$ cat src/rtl/chunked_adder_if.sv
// rtl/chunked_adder_if.sv - operand/result handshake bundle for chunked_adder; sub present only with ADDER_SUB_EN
interface chunked_adder_if #(
    parameter int DATA_W = 32
);
    logic              req_valid;
    logic              req_ready;
    logic [DATA_W-1:0] a;
    logic [DATA_W-1:0] b;
    logic              carry_in;
`ifdef ADDER_SUB_EN
    logic              sub;
`endif
    logic              rsp_valid;
    logic              rsp_ready;
    logic [DATA_W-1:0] sum;
    logic              carry_out;
    logic              overflow;
    logic              busy;

`ifdef ADDER_SUB_EN
    modport master (
        output req_valid, a, b, carry_in, sub, rsp_ready,
        input  req_ready, rsp_valid, sum, carry_out, overflow, busy
    );
    modport slave (
        input  req_valid, a, b, carry_in, sub, rsp_ready,
        output req_ready, rsp_valid, sum, carry_out, overflow, busy
    );
`else
    modport master (
        output req_valid, a, b, carry_in, rsp_ready,
        input  req_ready, rsp_valid, sum, carry_out, overflow, busy
    );
    modport slave (
        input  req_valid, a, b, carry_in, rsp_ready,
        output req_ready, rsp_valid, sum, carry_out, overflow, busy
    );
`endif
endinterface

$ cat src/rtl/chunked_adder.sv
// rtl/chunked_adder.sv - multi-cycle chunked adder, CHUNK_W bits per clock; ADDER_SUB_EN adds subtract mode
module chunked_adder #(
    parameter int DATA_W  = 32,
    parameter int CHUNK_W = 8
) (
    input  logic            clk,
    input  logic            rst,
    chunked_adder_if.slave  bus
);
    localparam int NUM_CHUNKS = DATA_W / CHUNK_W;
    localparam int CNT_W      = (NUM_CHUNKS > 1) ? $clog2(NUM_CHUNKS) : 1;

    localparam logic [1:0] IDLE = 2'd0;
    localparam logic [1:0] BUSY = 2'd1;
    localparam logic [1:0] DONE = 2'd2;

    logic [1:0]         state;
    logic [CNT_W-1:0]   cnt;
    logic               carry_q;
    logic               ovf_q;
    logic [DATA_W-1:0]  a_q;
    logic [DATA_W-1:0]  b_q;
    logic [DATA_W-1:0]  sum_q;

    logic               op_sub;
    logic [DATA_W-1:0]  b_eff;
    logic               c0;
    logic               last_chunk;
    int                 lo;
    logic [CHUNK_W-1:0] chunk_a;
    logic [CHUNK_W-1:0] chunk_b;
    logic [CHUNK_W-1:0] chunk_sum;
    logic               chunk_carry;

`ifdef ADDER_SUB_EN
    assign op_sub = bus.sub;
`else
    assign op_sub = 1'b0;
`endif

    // Subtraction is A + ~B + ~borrow, so B and the carry-in are inverted once at accept
    assign b_eff      = op_sub ? ~bus.b : bus.b;
    assign c0         = bus.carry_in ^ op_sub;
    assign last_chunk = (cnt == CNT_W'(NUM_CHUNKS - 1));

    // One chunk slice of the stored operands plus the running carry
    always_comb begin
        lo        = int'(cnt) * CHUNK_W;
        chunk_a   = a_q[lo +: CHUNK_W];
        chunk_b   = b_q[lo +: CHUNK_W];
        {chunk_carry, chunk_sum} = {1'b0, chunk_a} + {1'b0, chunk_b} + {{CHUNK_W{1'b0}}, carry_q};
    end

    // Handshake FSM and chunk-serial datapath; outputs freeze in DONE until consumed
    always_ff @(posedge clk or posedge rst) begin
        if (rst) begin
            state   <= IDLE;
            cnt     <= '0;
            carry_q <= 1'b0;
            ovf_q   <= 1'b0;
            a_q     <= '0;
            b_q     <= '0;
            sum_q   <= '0;
        end else begin
            case (state)
                IDLE: begin
                    if (bus.req_valid) begin
                        a_q     <= bus.a;
                        b_q     <= b_eff;
                        carry_q <= c0;
                        cnt     <= '0;
                        sum_q   <= '0;
                        ovf_q   <= 1'b0;
                        state   <= BUSY;
                    end
                end
                BUSY: begin
                    sum_q[lo +: CHUNK_W] <= chunk_sum;
                    carry_q              <= chunk_carry;
                    cnt                  <= cnt + 1'b1;
                    if (last_chunk) begin
                        // Top chunk holds the sign bits of A, B' and the result
                        ovf_q <= (a_q[DATA_W-1] == b_q[DATA_W-1]) &&
                                 (chunk_sum[CHUNK_W-1] != a_q[DATA_W-1]);
                        state <= DONE;
                    end
                end
                DONE: begin
                    if (bus.rsp_ready) begin
                        state <= IDLE;
                    end
                end
                default: state <= IDLE;
            endcase
        end
    end

    assign bus.req_ready = (state == IDLE);
    assign bus.rsp_valid = (state == DONE);
    assign bus.busy      = (state == BUSY);
    assign bus.sum       = sum_q;
    assign bus.carry_out = carry_q;
    assign bus.overflow  = ovf_q;
endmodule
$ cat src/flat_wrapper.sv
// flat-port wrapper written by rule: the top's interface ports become plain ports
module chunked_adder_flat 
#(
    parameter int DATA_W  = 32,
    parameter int CHUNK_W = 8
)
  (clk, rst, bus_req_valid, bus_a, bus_b, bus_carry_in, bus_rsp_ready, bus_req_ready, bus_rsp_valid, bus_sum, bus_carry_out, bus_overflow, bus_busy);
  chunked_adder_if #(.DATA_W(DATA_W)) bus_i ();
  input  logic clk;
  input  logic rst;
  input wire logic [$bits(bus_i.req_valid)-1:0] bus_req_valid;
  input wire logic [$bits(bus_i.a)-1:0] bus_a;
  input wire logic [$bits(bus_i.b)-1:0] bus_b;
  input wire logic [$bits(bus_i.carry_in)-1:0] bus_carry_in;
  input wire logic [$bits(bus_i.rsp_ready)-1:0] bus_rsp_ready;
  output wire logic [$bits(bus_i.req_ready)-1:0] bus_req_ready;
  output wire logic [$bits(bus_i.rsp_valid)-1:0] bus_rsp_valid;
  output wire logic [$bits(bus_i.sum)-1:0] bus_sum;
  output wire logic [$bits(bus_i.carry_out)-1:0] bus_carry_out;
  output wire logic [$bits(bus_i.overflow)-1:0] bus_overflow;
  output wire logic [$bits(bus_i.busy)-1:0] bus_busy;
  assign bus_i.req_valid = bus_req_valid;
  assign bus_i.a = bus_a;
  assign bus_i.b = bus_b;
  assign bus_i.carry_in = bus_carry_in;
  assign bus_i.rsp_ready = bus_rsp_ready;
  assign bus_req_ready = bus_i.req_ready;
  assign bus_rsp_valid = bus_i.rsp_valid;
  assign bus_sum = bus_i.sum;
  assign bus_carry_out = bus_i.carry_out;
  assign bus_overflow = bus_i.overflow;
  assign bus_busy = bus_i.busy;
  chunked_adder #(.DATA_W(DATA_W), .CHUNK_W(CHUNK_W)) u_core (.clk(clk), .rst(rst), .bus(bus_i));
endmodule
$ cat config.mk
export PLATFORM = sky130hd
export DESIGN_NAME = chunked_adder_flat
export DESIGN_NICKNAME = d
export VERILOG_FILES = /design/src/rtl/chunked_adder_if.sv /design/src/rtl/chunked_adder.sv /design/src/flat_wrapper.sv
export SDC_FILE = /design/constraint.sdc
export NUM_CORES = 1
export LEC_CHECK = 0
export ABC_AREA = 1
export CORE_MARGIN = 4
export CORE_UTILIZATION = 55
export DETAILED_ROUTE_END_ITERATION = 8
export GPL_TIMING_DRIVEN = 0
export HOLD_SLACK_MARGIN = 0.12
export PLACE_DENSITY = 0.84
export SLEW_MARGIN = 20
export SYNTH_ARGS = -nofsm -noshare
export SYNTH_HDL_FRONTEND = slang
export SYNTH_SLANG_ARGS = --single-unit
$ cat constraint.sdc
create_clock -name clk -period 5.3 [get_ports clk]
set_input_delay 1.325 -clock clk [delete_from_list [all_inputs] [get_ports clk]]
set_output_delay 1.325 -clock clk [all_outputs]
set_load 0.05 [all_outputs]
# Yosys cells after proc, flatten, opt, wreduce, memory -nomap -nowiden
# Cells that the tools add are included.
[op_classes]
muxes = 14
n_reduce_logical = 7
eq_ne = 8
shifts = 4
add_sub_neg = 4
[ops]
columns = ["operator", "n"]
rows = [
  ["one-hot mux 32 bit (2 select lines)", 1],
  ["variable part select 32 x 6 -> 8 bit", 2],
  ["negation 5 -> 33 bit", 1],
  ["variable shift 8 x 33 -> 32 bit (first input constant)", 1],
  ["variable part select 8 x 33 -> 32 bit", 1],
  ["bitwise mux 32 bit", 1],
  ["two-way mux 32 bit", 1],
  ["adder 8 x 8 -> 9 bit", 1],
  ["adder 9 x 1 -> 9 bit", 1],
  ["two-way mux 2 bit", 4],
  ["one-hot mux 2 bit (3 select lines)", 1],
  ["AND reduction 3 bit", 2],
  ["== test 2 bit (second input constant)", 2],
  ["inequality test 2 bit (second input constant)", 2],
  ["one-hot mux 1 bit (2 select lines)", 2],
  ["one-hot mux 2 bit (2 select lines)", 1],
  ["AND reduction 2 bit", 2],
  ["two-way mux 1 bit", 3],
  ["adder 2 x 1 -> 2 bit (second input constant)", 1],
  ["== test 2 x 1 -> 1 bit (second input constant)", 1],
  ["logical NOT 2 bit", 1],
  ["inequality test 2 x 1 -> 1 bit (second input constant)", 1],
  ["nonzero test 2 bit", 1],
  ["== test 1 bit", 1],
  ["2 further kinds", 2],
]
[totals]
wordCells = 44
ff_bits = 102
inputBits = 69

# Logic depth before layout (Yosys ltp)
# Gate-level depths: netlist of the first run.
[logic_depth]
ltp_word = 7
depth_mapped = 18

# Least setup slack after synthesis of the first run
# Ideal clock, no wire load.
[synth_timing]
path_kind = "reg-to-reg"
from = "register u_core.cnt[0]"
to = "register u_core.sum_q[28], in the netlist u_core.bus.sum[28]"
slack_ps = 2777
setup_ps = 118
path_stages_with_launch = 17
required_ps = 5182
arrival_time_ps = 2405
path_cell_list = "dfrtp_1 buf_2 inv_1 clkbuf_1 o21ai_0 o22ai_1 fa_1 inv_1 fa_1 inv_1 nand2_1 nand2_1 and2_1 xnor2_1 nor2_1 nand3_1 nand2_1"
[synth_via]
elab_chain_cells = 6
word_cells_on_any_way = 9
[synth_rtl]
columns = ["item", "line_no", "source"]
rows = [
  ["start: declaration", "chunked_adder.sv:18", "logic [CNT_W-1:0] cnt;"],
  ["start signal: assignment", "chunked_adder.sv:80", "cnt <= cnt + 1'b1;"],
  ["variable part select 32 x 6 -> 8 bit, on equally long branches", "chunked_adder.sv:49, chunked_adder.sv:50", ""],
  ["adder 8 x 8 -> 9 bit", "chunked_adder.sv:51", "{chunk_carry, chunk_sum} = {1'b0, chunk_a} + {1'b0, chunk_b} + {{CHUNK_W{1'b0}}, carry_q};"],
  ["adder 9 x 1 -> 9 bit", "chunked_adder.sv:51", ""],
  ["variable part select 8 x 33 -> 32 bit", "chunked_adder.sv:78", "sum_q[lo +: CHUNK_W] <= chunk_sum;"],
  ["bitwise mux 32 bit (*)", "chunked_adder.sv:78", ""],
  ["one-hot mux 32 bit (2 select lines) (*)", "chunked_adder.sv:65", "case (state)"],
  ["end signal: indexed assignment", "chunked_adder.sv:78", ""],
  ["end: declaration", "chunked_adder.sv:23", "logic [DATA_W-1:0] sum_q;"],
]
# Every way passes the cells marked *; elsewhere a longest branch is shown, timed or not.
# A chain may end at the register's enable or synchronous reset.

# Worst setup path in the final report of the first run
[layout_timing]
from = "register u_core.state[1]"
to = "output port bus_busy"
[layout_via]
elab_chain_cells = 1
[layout_rtl]
columns = ["item", "line_no", "source"]
rows = [
  ["start: declaration", "chunked_adder.sv:17", "logic [1:0] state;"],
  ["start signal: assignment", "chunked_adder.sv:57", "state <= IDLE;"],
  ["start signal: assignment", "chunked_adder.sv:74", "state <= BUSY;"],
  ["start signal: assignment", "chunked_adder.sv:85", "state <= DONE;"],
  ["== test 2 x 1 -> 1 bit", "chunked_adder.sv:100", "assign bus.busy = (state == BUSY);"],
  ["end: declaration", "flat_wrapper.sv:21", "output wire logic [$bits(bus_i.busy)-1:0] bus_busy;"],
]
# No other way between the ends.

==> results of run 1 <==
## flip-flops by register name (all words and copies together), names as in the netlist
name / cells
u_core.a_q: 32
u_core.state: 2
u_core.bus.sum: 32
u_core.b_q: 32
u_core.bus.carry_out: 1
u_core.bus.overflow: 1
u_core.cnt: 2
## placed cells by master, fill, tap and decap left out, drive strengths merged, types with 2 or more instances in the layout
cell,instances
clkinv,2
ha,11
xnor2,3
a32oi,2
o22ai,15
clkinvlp,2
clkbuf,16
nand3,15
fa,2
a22o,3
clkdlybuf4s50,105
o21ai,47
a21oi,6
nand2,289
inv,36
nand4,4
buf,21
nor2,46
dfrtp,102
## synthesized netlist by cell type, drive strengths merged
cell    instances  area (sq um)
or2             1          6.26
and2            1          6.26
o21ai          47           250
o31ai           1          7.51
dfrtp         102          2550
clkbuf          6          22.5
nor2           46           219
nand4           4          25.0
and3            1          6.26
inv            35           134
buf            20           146
a21oi           6          30.0
fa              2          40.0
o22ai          15          93.8
xnor2           3          26.3
nand3          15          75.1
a22o            3          26.3
nand3b          1          7.51
ha             11           138
a32oi           2          17.5
o21bai          1          7.51
nand2         289          1110
## per-layer routing
layer	track usage	vias up
li1	-	2170
met1	0.343	2133
met2	0.435	189
met3	0.0332	34
met4	0.110	0
met5	0	-
## power groups by stage
stage	Combinational, mW	Clock [mW]	Sequential (mW)
3_3_place_gp	2.85	0	1.35
2_1_floorplan	1.72	0	1.64
5_1_grt	3.23	0.553	1.38
4_1_cts	2.93	0.520	1.34
3_5_place_dp	2.91	0	1.35
6_report	2.93	0.519	1.35
## cell type report
cell class	count	area, sq um
Sequential cell	102	2550
Fill cell	688	2350
Multi-Input combinational cell	449	2090
Timing Repair Buffer	106	1080
Buffer	26	169
Inverter	35	139
Clock buffer	10	138
Tap cell	108	135
Clock inverter	6	70.1
## final timing paths
path / from / endpoint / slack [ns] / cells past startpoint
max in group asynchronous: rst / u_core.a_q[25] / 3.35 / 3
setup / recovery: u_core.state[1] / bus_busy / 2.04 / 4
hold reg to reg: u_core.b_q[11] / u_core.b_q[11] / 0.48 / 2
hold / removal: u_core.b_q[11] / u_core.b_q[11] / 0.48 / 2
setup reg to reg: u_core.cnt[0] / u_core.bus.sum[30] / 2.13 / 17
min in group asynchronous: rst / u_core.bus.sum[27] / 1.31 / 2
## stage by stage
stage	worst slack (ns)	setup TNS, ns	area, sq um
after floorplan	1.30	0	4940
after global placement	-0.0444	-3.79	6130
after detailed placement	2.17	0	6160
after CTS	2.03	0	6370
after global routing	1.89	0	6370
final	2.04	0	6370
## cells by family after synthesis
| group | after synthesis | share of synthesized area |
|---|---|---|
| AO/OA/AOI/OAI | 75 | 0.0876 |
| XOR/XNOR | 3 | 0.00531 |
| adder cells (fa/ha/maj) | 13 | 0.0359 |
| buffers and inverters | 61 | 0.0612 |
| flip-flops | 102 | 0.516 |
| AND/OR/NAND/NOR | 358 | 0.294 |
## critical path: stages (launching register included)
cell,delay (ns)
dfrtp_1,0.43
inv_2,0.10
nand2_4,0.10
inv_4,0.11
clkdlybuf4s50_1,0.83
==> results.yml, run 1 <==
timing:
  fin_crit_ns: 3.26
  finalCritPeriodShare: 0.616
  tightest_slew_ns: 0.571
  timing.hold.ws_ns: 0.483
  timing.fmax_ghz: 0.306
  slew_viol_final: 0
  fin_skew_ns: 0.0130
  rsz0062_at_grt: "false"
  finalSetupViolCount: 0
  hold_viol_final: 0
  maxSlewHeadroom: 0.619
layout:
  final_nets: 811
  area_growth_pct: 28.8
  drive_above_1_share: 0.0804
  finalCoreUtilization: 0.731
  diodes: 0
  finalNonFillerCells: 842
clock_tree:
  cts_tree: "yes"
  ctsRootBufferMaster: "clkbuf_8"
  cts-buffers-inserted: 9
  cts_buffer_depth: 2
  clock_latency_ns: 0.37
  cts_resized: 0
  path_clk_slew_ns: 0.10
  cts_hold_buf: 0
  postCtsSetupBuffers: 0
  cts_htree_levels: 3
  cts.sinks: 102
floorplanning:
  die_x_um: 103
  initial_core_util: 0.567
  die_area_sq_um: 10600
  fp.coreArea_sq_um: 8720
  ios: 106
  fp.dieH_um: 103
  rows: 34
routing:
  vias: 4526
  wl_met1_mm: 5.32
  drtPass1Iterations: 6
  met3_length_um: 910
  initialDrtViolationCount: 254
  dr_wl_met2_mm: 6.42
  wirelength_mm: 13.0
  drc_errors: 0
  post_drt_wl_per_cell_um: 15.5
  route.top_layer_used: "met4"
  via_per_inst: 5.38
  ant_nets: 0
global_route:
  grt_usage: 0.260
  gr-total-overflow: 0
  grt_max_degree: 66
  grt_pass1_vias: 4416
  antenna_found_initial: 0
  grt_pass1_wl_mm: 21.2
power_and_ir_drop:
  vdd_drop_max_mv: 0.311
  internal_power_mw: 2.35
  p_leak_nw: 3.24
  seqPwrFrac: 0.281
  finalPower_mw: 4.79
  p_per_area_nw_per_um2: 752
  switching_share: 0.510
  p_switching_mw: 2.44
  p_clk_frac: 0.108
  combPwrFrac: 0.610
worst_setup_path:
  worst_setup_path_start_kind: "flop"
  critPathArrivalTime_ns: 1.94
  path_max_fanout: 7
  worstSetupPathType: "flop to primary output"
  required_ns: 3.97
  cp-end-kind: "primary output"
synthesis:
  synth.cell_area_sq_um: 4940
  synth_seq_area_share: 0.516
  syn_area_per_cell_sq_um: 8.08
  synthesis.nets: 694
  yosysUniqueCellTypes: 31
  yosys_warnings: 0
  netlist_instances: 612
  synth-seq-cells: 102
status:
  outcome: "finished clean"
placement:
  dp_cells: 826
  hpwl_mm: 10.0
  gp_congestion: 0.930
  io_buffers: 105
job:
  max_cap_violations: 0
worst_hold_path:
  hp-class: "flop to flop"
(Power assumes the default switching activity.)
==> inputs of run 2 (changes only) <==
- CORE_UTILIZATION: 55 -> 51
- PLACE_DENSITY: 0.84 -> 0.79
- clock period: 5.3 -> 3.38 ns (I/O delays scaled with it)
==> run 2 against run 1 <==
  * Die area is 7.2% higher
  * Final cell count up 2.6%
  * Register-to-register slack got worse by 1.8 ns
  * Wire length down 1.4%
  * Via count down 1.9%
  * Critical path type is now flop to flop
  * Worst setup slack worse by 1.7 ns
  * Sequential share of layout area is 0.28 points lower
  * Cell area increased by 0.71%
  * Clock-buffer cell count unchanged
  * Sequential power is 56% higher
==> results.yml, run 2 (synthesized netlist as in run 1, its figures left out) <==
worst_setup_path:
  r2r-end: "u_core.bus.sum[30]"
  path_max_fanout: 10
  worstSetupPathType: "flop to flop"
  r2r_setup_slack_ns: 0.37
  cp-end-kind: "flop"
  critPathArrivalTime_ns: 3.32
  worst_setup_path_start_kind: "flop"
  rr_worst_depth: 16
  crit-reg2reg-launch: "u_core.cnt[1]"
  required_ns: 3.69
timing:
  fin_skew_ns: 0.0134
  hold_viol_final: 0
  fin_crit_ns: 3.01
  timing.fmax_ghz: 0.332
  setup_tns_ns: 0
  finalSetupViolCount: 0
  timing.hold.ws_ns: 0.482
  maxSlewHeadroom: 0.494
  finalCritPeriodShare: 0.891
  rsz0062_at_grt: "false"
  tightest_slew_ns: 0.757
  slew_viol_final: 0
layout:
  mostFrequentLayoutCell: "nand2_1"
  final_nets: 812
  drive_above_1_share: 0.0816
  layout_common_cells: "nand2_1, clkdlybuf4s50_1, dfrtp_1"
  area_growth_pct: 29.8
  num-fill-cells: 772
  seq_area_sq_um: 2550
  multiInputGateArea_sq_um: 2090
  diodes: 0
  stdcell_area_sq_um: 6420
placement:
  hpwl_mm: 10.1
  io_buffers: 105
  dpl_cell_area_sq_um: 6200
  gp_congestion: 0.925
job:
  max_cap_violations: 0
clock_tree:
  cts_buffer_depth: 2
  ctsRootBufferMaster: "clkbuf_8"
  cts-buffers-inserted: 9
  cts.sinks: 102
  cts_htree_levels: 3
  clock_latency_ns: 0.36
  path_clk_slew_ns: 0.10
  cts_tree: "yes"
worst_hold_path:
  worstHoldEndpoint: "u_core.b_q[16]"
  hold_start: "u_core.b_q[16]"
  hp-class: "flop to flop"
  min_path_cells: 2
routing:
  initialDrtViolationCount: 259
  wirelength_mm: 12.8
  via_per_inst: 5.14
  post_drt_wl_per_cell_um: 14.9
  ant_nets: 0
  drtPass1Iterations: 5
  drc_errors: 0
  vias: 4438
global_route:
  grt_pass1_wl_mm: 21.3
  grt_max_degree: 37
  gr-total-overflow: 0
  grt_pass1_vias: 4451
  antenna_found_initial: 0
  grt_usage: 0.237
floorplanning:
  fp.dieH_um: 106
  die_x_um: 106
  ios: 106
  die_area_sq_um: 11300
  initial_core_util: 0.530
  fp.coreArea_sq_um: 9330
  rows: 35
power_and_ir_drop:
  vdd_drop_max_mv: 0.474
  p_leak_nw: 3.26
  p_per_area_nw_per_um2: 1180
status:
  outcome: "finished clean"
[run 2: changes by cell type in the layout (fill, tap and decap cells not counted), sizes merged]
cell and change:
clkinv +1, bufinv +1, inv -2, buf +1
[run 2: layer usage]
metal | part of all wire | track usage | up-vias
met3 | 0.062 | 0.0383 | 18
li1 | - | - | 2165
met5 | 0 | 0 | -
met2 | 0.49 | 0.397 | 169
met1 | 0.43 | 0.315 | 2086
met4 | 0.017 | 0.0767 | 0
[run 2: final cells by class]
type | instances | area share
inverter | 35 | 0.0215
clock inverter | 6 | 0.0135
clock buffer | 10 | 0.0199
multi-input combinational | 449 | 0.326
tap | 129 | 0.0252
buffer | 26 | 0.0265
sequential | 102 | 0.398
timing repair buffer | 107 | 0.170
[run 2: worst max path at each step]
stage | depth (start not counted) | slack (ns) | from | end
finish | 16 | 0.37 | u_core.cnt[1] | u_core.bus.sum[30]
global route | 15 | 0.04 | u_core.cnt[0] | u_core.bus.sum[12]
CTS | 17 | 0.21 | u_core.cnt[0] | u_core.bus.sum[30]
detailed placement | 17 | 0.24 | u_core.cnt[0] | u_core.bus.sum[30]
global placement | 17 | 0.25 | u_core.cnt[0] | u_core.bus.sum[30]
floorplan | 16 | 0.86 | u_core.cnt[0] | u_core.bus.sum[28]
[run 2: per-stage QoR]
step	worst slack [ns]	total power, mW	util	instances
6_report	0.370	7.54	0.688	864
3_5_place_dp	0.241	6.70	0.665	848
5_1_grt	0.0426	8.17	0.688	864
3_3_place_gp	0.251	6.60	0.660	846
2_1_floorplan	0.857	5.27	-	612
4_1_cts	0.211	7.53	0.688	864
[run 2: repair_timing]
item                       CTS  global route
setup endpoints to repair    0             6
resized for setup            0             2
buffers inserted             0             0
hold buffers                 0             0
[run 2: critical path, stage by stage (launching register included)]
cell,delay [ns]
dfrtp_1,0.51
inv_1,0.12
clkbuf_1,0.38
o21ai_0,0.18
o22ai_1,0.27
fa_1,0.25
inv_1,0.06
fa_1,0.39
inv_1,0.07
nand2_1,0.04
nand2_1,0.08
nand3_1,0.10
nand3b_1,0.14
nand3_1,0.12
nor2_1,0.14
nand2_1,0.07
nand2_1,0.05
[run 2: report_power, final]
part | internal [mW] | leakage, nW | switching, mW | total, mW
clock | 0.416 | 0.106 | 0.409 | 0.825
sequential | 1.76 | 1.31 | 0.345 | 2.11
combinational | 1.56 | 1.84 | 3.05 | 4.60
==> inputs of run 3 (changes only) <==
- SLEW_MARGIN: 20 -> 30
==> run 3 against run 2 <==
  * First-iteration DRC count decreased by 23%
  * Clock power decreased by 4.6%
  * Via count rose by 0.27%
  * Utilization is 0.15 points higher
  * Clock-buffer cell count grew 1
  * Worst setup slack got worse by 0.061 ns
  * Wire length grew 0.88%
  * Cell area grew 0.21%
  * Power is 0.26% lower
  * Worst hold slack improved by 0.0026 ns
  * Die area unchanged
==> results.yml, run 3 (synthesized netlist as in run 1, its figures left out) <==
timing:
  finalSetupViolCount: 0
  fin_ws_ns: 0.308
  timing.hold.ws_ns: 0.484
  tightest_slew_ns: 0.619
  timing.fmax_ghz: 0.326
  fin_skew_ns: 0.0196
  rsz0062_at_grt: "false"
  maxSlewHeadroom: 0.587
  fin_crit_ns: 3.07
  slew_viol_final: 0
  hold_viol_final: 0
  finalCritPeriodShare: 0.909
  setup_tns_ns: 0
routing:
  ant_nets: 0
  drc_errors: 0
  via_per_inst: 5.14
  drtPass1Iterations: 5
  vias: 4450
  wirelength_mm: 13.0
  post_drt_wl_per_cell_um: 15.0
  initialDrtViolationCount: 199
layout:
  drive_above_1_share: 0.0829
  finalCoreUtilization: 0.689
  stdcell_area_sq_um: 6430
  diodes: 0
  multiInputGateArea_sq_um: 2090
  final_nets: 813
  num-fill-cells: 771
  area_growth_pct: 30.0
  mostFrequentLayoutCell: "nand2_1"
  layout_common_cells: "nand2_1, clkdlybuf4s50_1, dfrtp_1"
  seq_area_sq_um: 2550
  finalNonFillerCells: 865
power_and_ir_drop:
  p_per_area_nw_per_um2: 1170
  p_switching_mw: 3.83
  switching_share: 0.510
  seqPwrFrac: 0.280
  vdd_drop_max_mv: 0.564
  combPwrFrac: 0.615
  p_leak_nw: 3.26
  finalPower_mw: 7.52
  internal_power_mw: 3.69
  p_clk_frac: 0.105
placement:
  pre_cts_slack_ns: 0.241
  io_buffers: 105
  dp_cells: 849
  dpl_cell_area_sq_um: 6230
  hpwl_mm: 10.1
  gp_congestion: 0.925
floorplanning:
  fp.coreArea_sq_um: 9330
  initial_core_util: 0.530
  rows: 35
  die_area_sq_um: 11300
  ios: 106
  fp.dieH_um: 106
  die_x_um: 106
global_route:
  grt_pass1_vias: 4395
  grtUsageMet2: 0.387
  grtUsageMet1: 0.311
  gr-total-overflow: 0
  grt_max_degree: 33
  top_usage_layer: "met2"
  grtUsageMet3: 0.0401
  grt_usage: 0.233
  grt_pass1_wl_mm: 20.9
  antenna_found_initial: 0
clock_tree:
  cts_tree: "yes"
  cts-buffers-inserted: 9
  clock_latency_ns: 0.37
  ctsRootBufferMaster: "clkbuf_8"
  cts_buffer_depth: 2
  cts_hold_buf: 0
  path_clk_slew_ns: 0.10
  cts.sinks: 102
  cts_htree_levels: 3
status:
  outcome: "finished clean"
worst_setup_path:
  path_max_fanout: 10
  critPathArrivalTime_ns: 3.39
  worst_setup_path_start_kind: "flop"
  cp-end-kind: "flop"
  required_ns: 3.70
  worstSetupPathType: "flop to flop"
worst_hold_path:
  hp-class: "flop to flop"
job:
  max_cap_violations: 0
-- run 3: cell types whose count changed in the layout (fill, tap and decap cells not counted) --
cell	delta
buf_16	+1
bufinv_16	-1
clkbuf_8	+1
clkinv_2	-1
clkinvlp_4	+1
-- run 3: repair_timing --
item | in CTS | in global routing
resized for setup | 0 | 2
endpoints found under the hold margin | 0 | 0
setup endpoints to repair | 0 | 6
setup buffers | 0 | 0
-- run 3: final timing paths --
kind                       slack (ns)            endpoint  cells past startpoint      startpoint
max                              0.31  u_core.bus.sum[30]                     16   u_core.cnt[0]
min                              0.48      u_core.b_q[12]                      2  u_core.b_q[12]
max reg2reg                      0.31  u_core.bus.sum[30]                     16   u_core.cnt[0]
min reg2reg                      0.48      u_core.b_q[12]                      2  u_core.b_q[12]
max in group asynchronous        1.76      u_core.a_q[27]                      4             rst
min in group asynchronous        0.89  u_core.bus.sum[27]                      2             rst
-- run 3: cell type report --
| type | instances | share of cell area |
|---|---|---|
| buffer | 26 | 0.0265 |
| clock buffer | 11 | 0.0220 |
| clock inverter | 5 | 0.00915 |
| inverter | 35 | 0.0214 |
| multi-input combinational | 449 | 0.325 |
| sequential | 102 | 0.397 |
| tap | 129 | 0.0251 |
| timing repair buffer | 108 | 0.174 |
-- run 3: worst max-delay path, cell delays in order, from the launching register on --
cell,delay [ns]
dfrtp_1,0.39
buf_2,0.23
clkbuf_1,0.46
nor2_1,0.11
o22ai_1,0.29
fa_1,0.25
inv_1,0.06
fa_1,0.39
inv_1,0.08
nand2_1,0.04
nand2_1,0.08
nand3_1,0.10
nand3b_1,0.14
nand3_1,0.13
nor2_1,0.14
nand2_1,0.07
nand2_1,0.06
-- run 3: power by group through the flow --
stage / Combinational [mW] / Sequential, mW / Clock [mW]
3_5_place_dp: 4.59 / 2.12 / 0
4_1_cts: 4.61 / 2.10 / 0.784
2_1_floorplan: 2.70 / 2.57 / 0
6_report: 4.63 / 2.11 / 0.787
5_1_grt: 5.10 / 2.17 / 0.839
3_3_place_gp: 4.49 / 2.11 / 0
-- run 3: per-layer routing --
layer | vias to the layer above | share of wire
met4 | 0 | 0.023
met3 | 26 | 0.068
met2 | 173 | 0.48
met5 | - | 0
met1 | 2086 | 0.43
li1 | 2165 | -
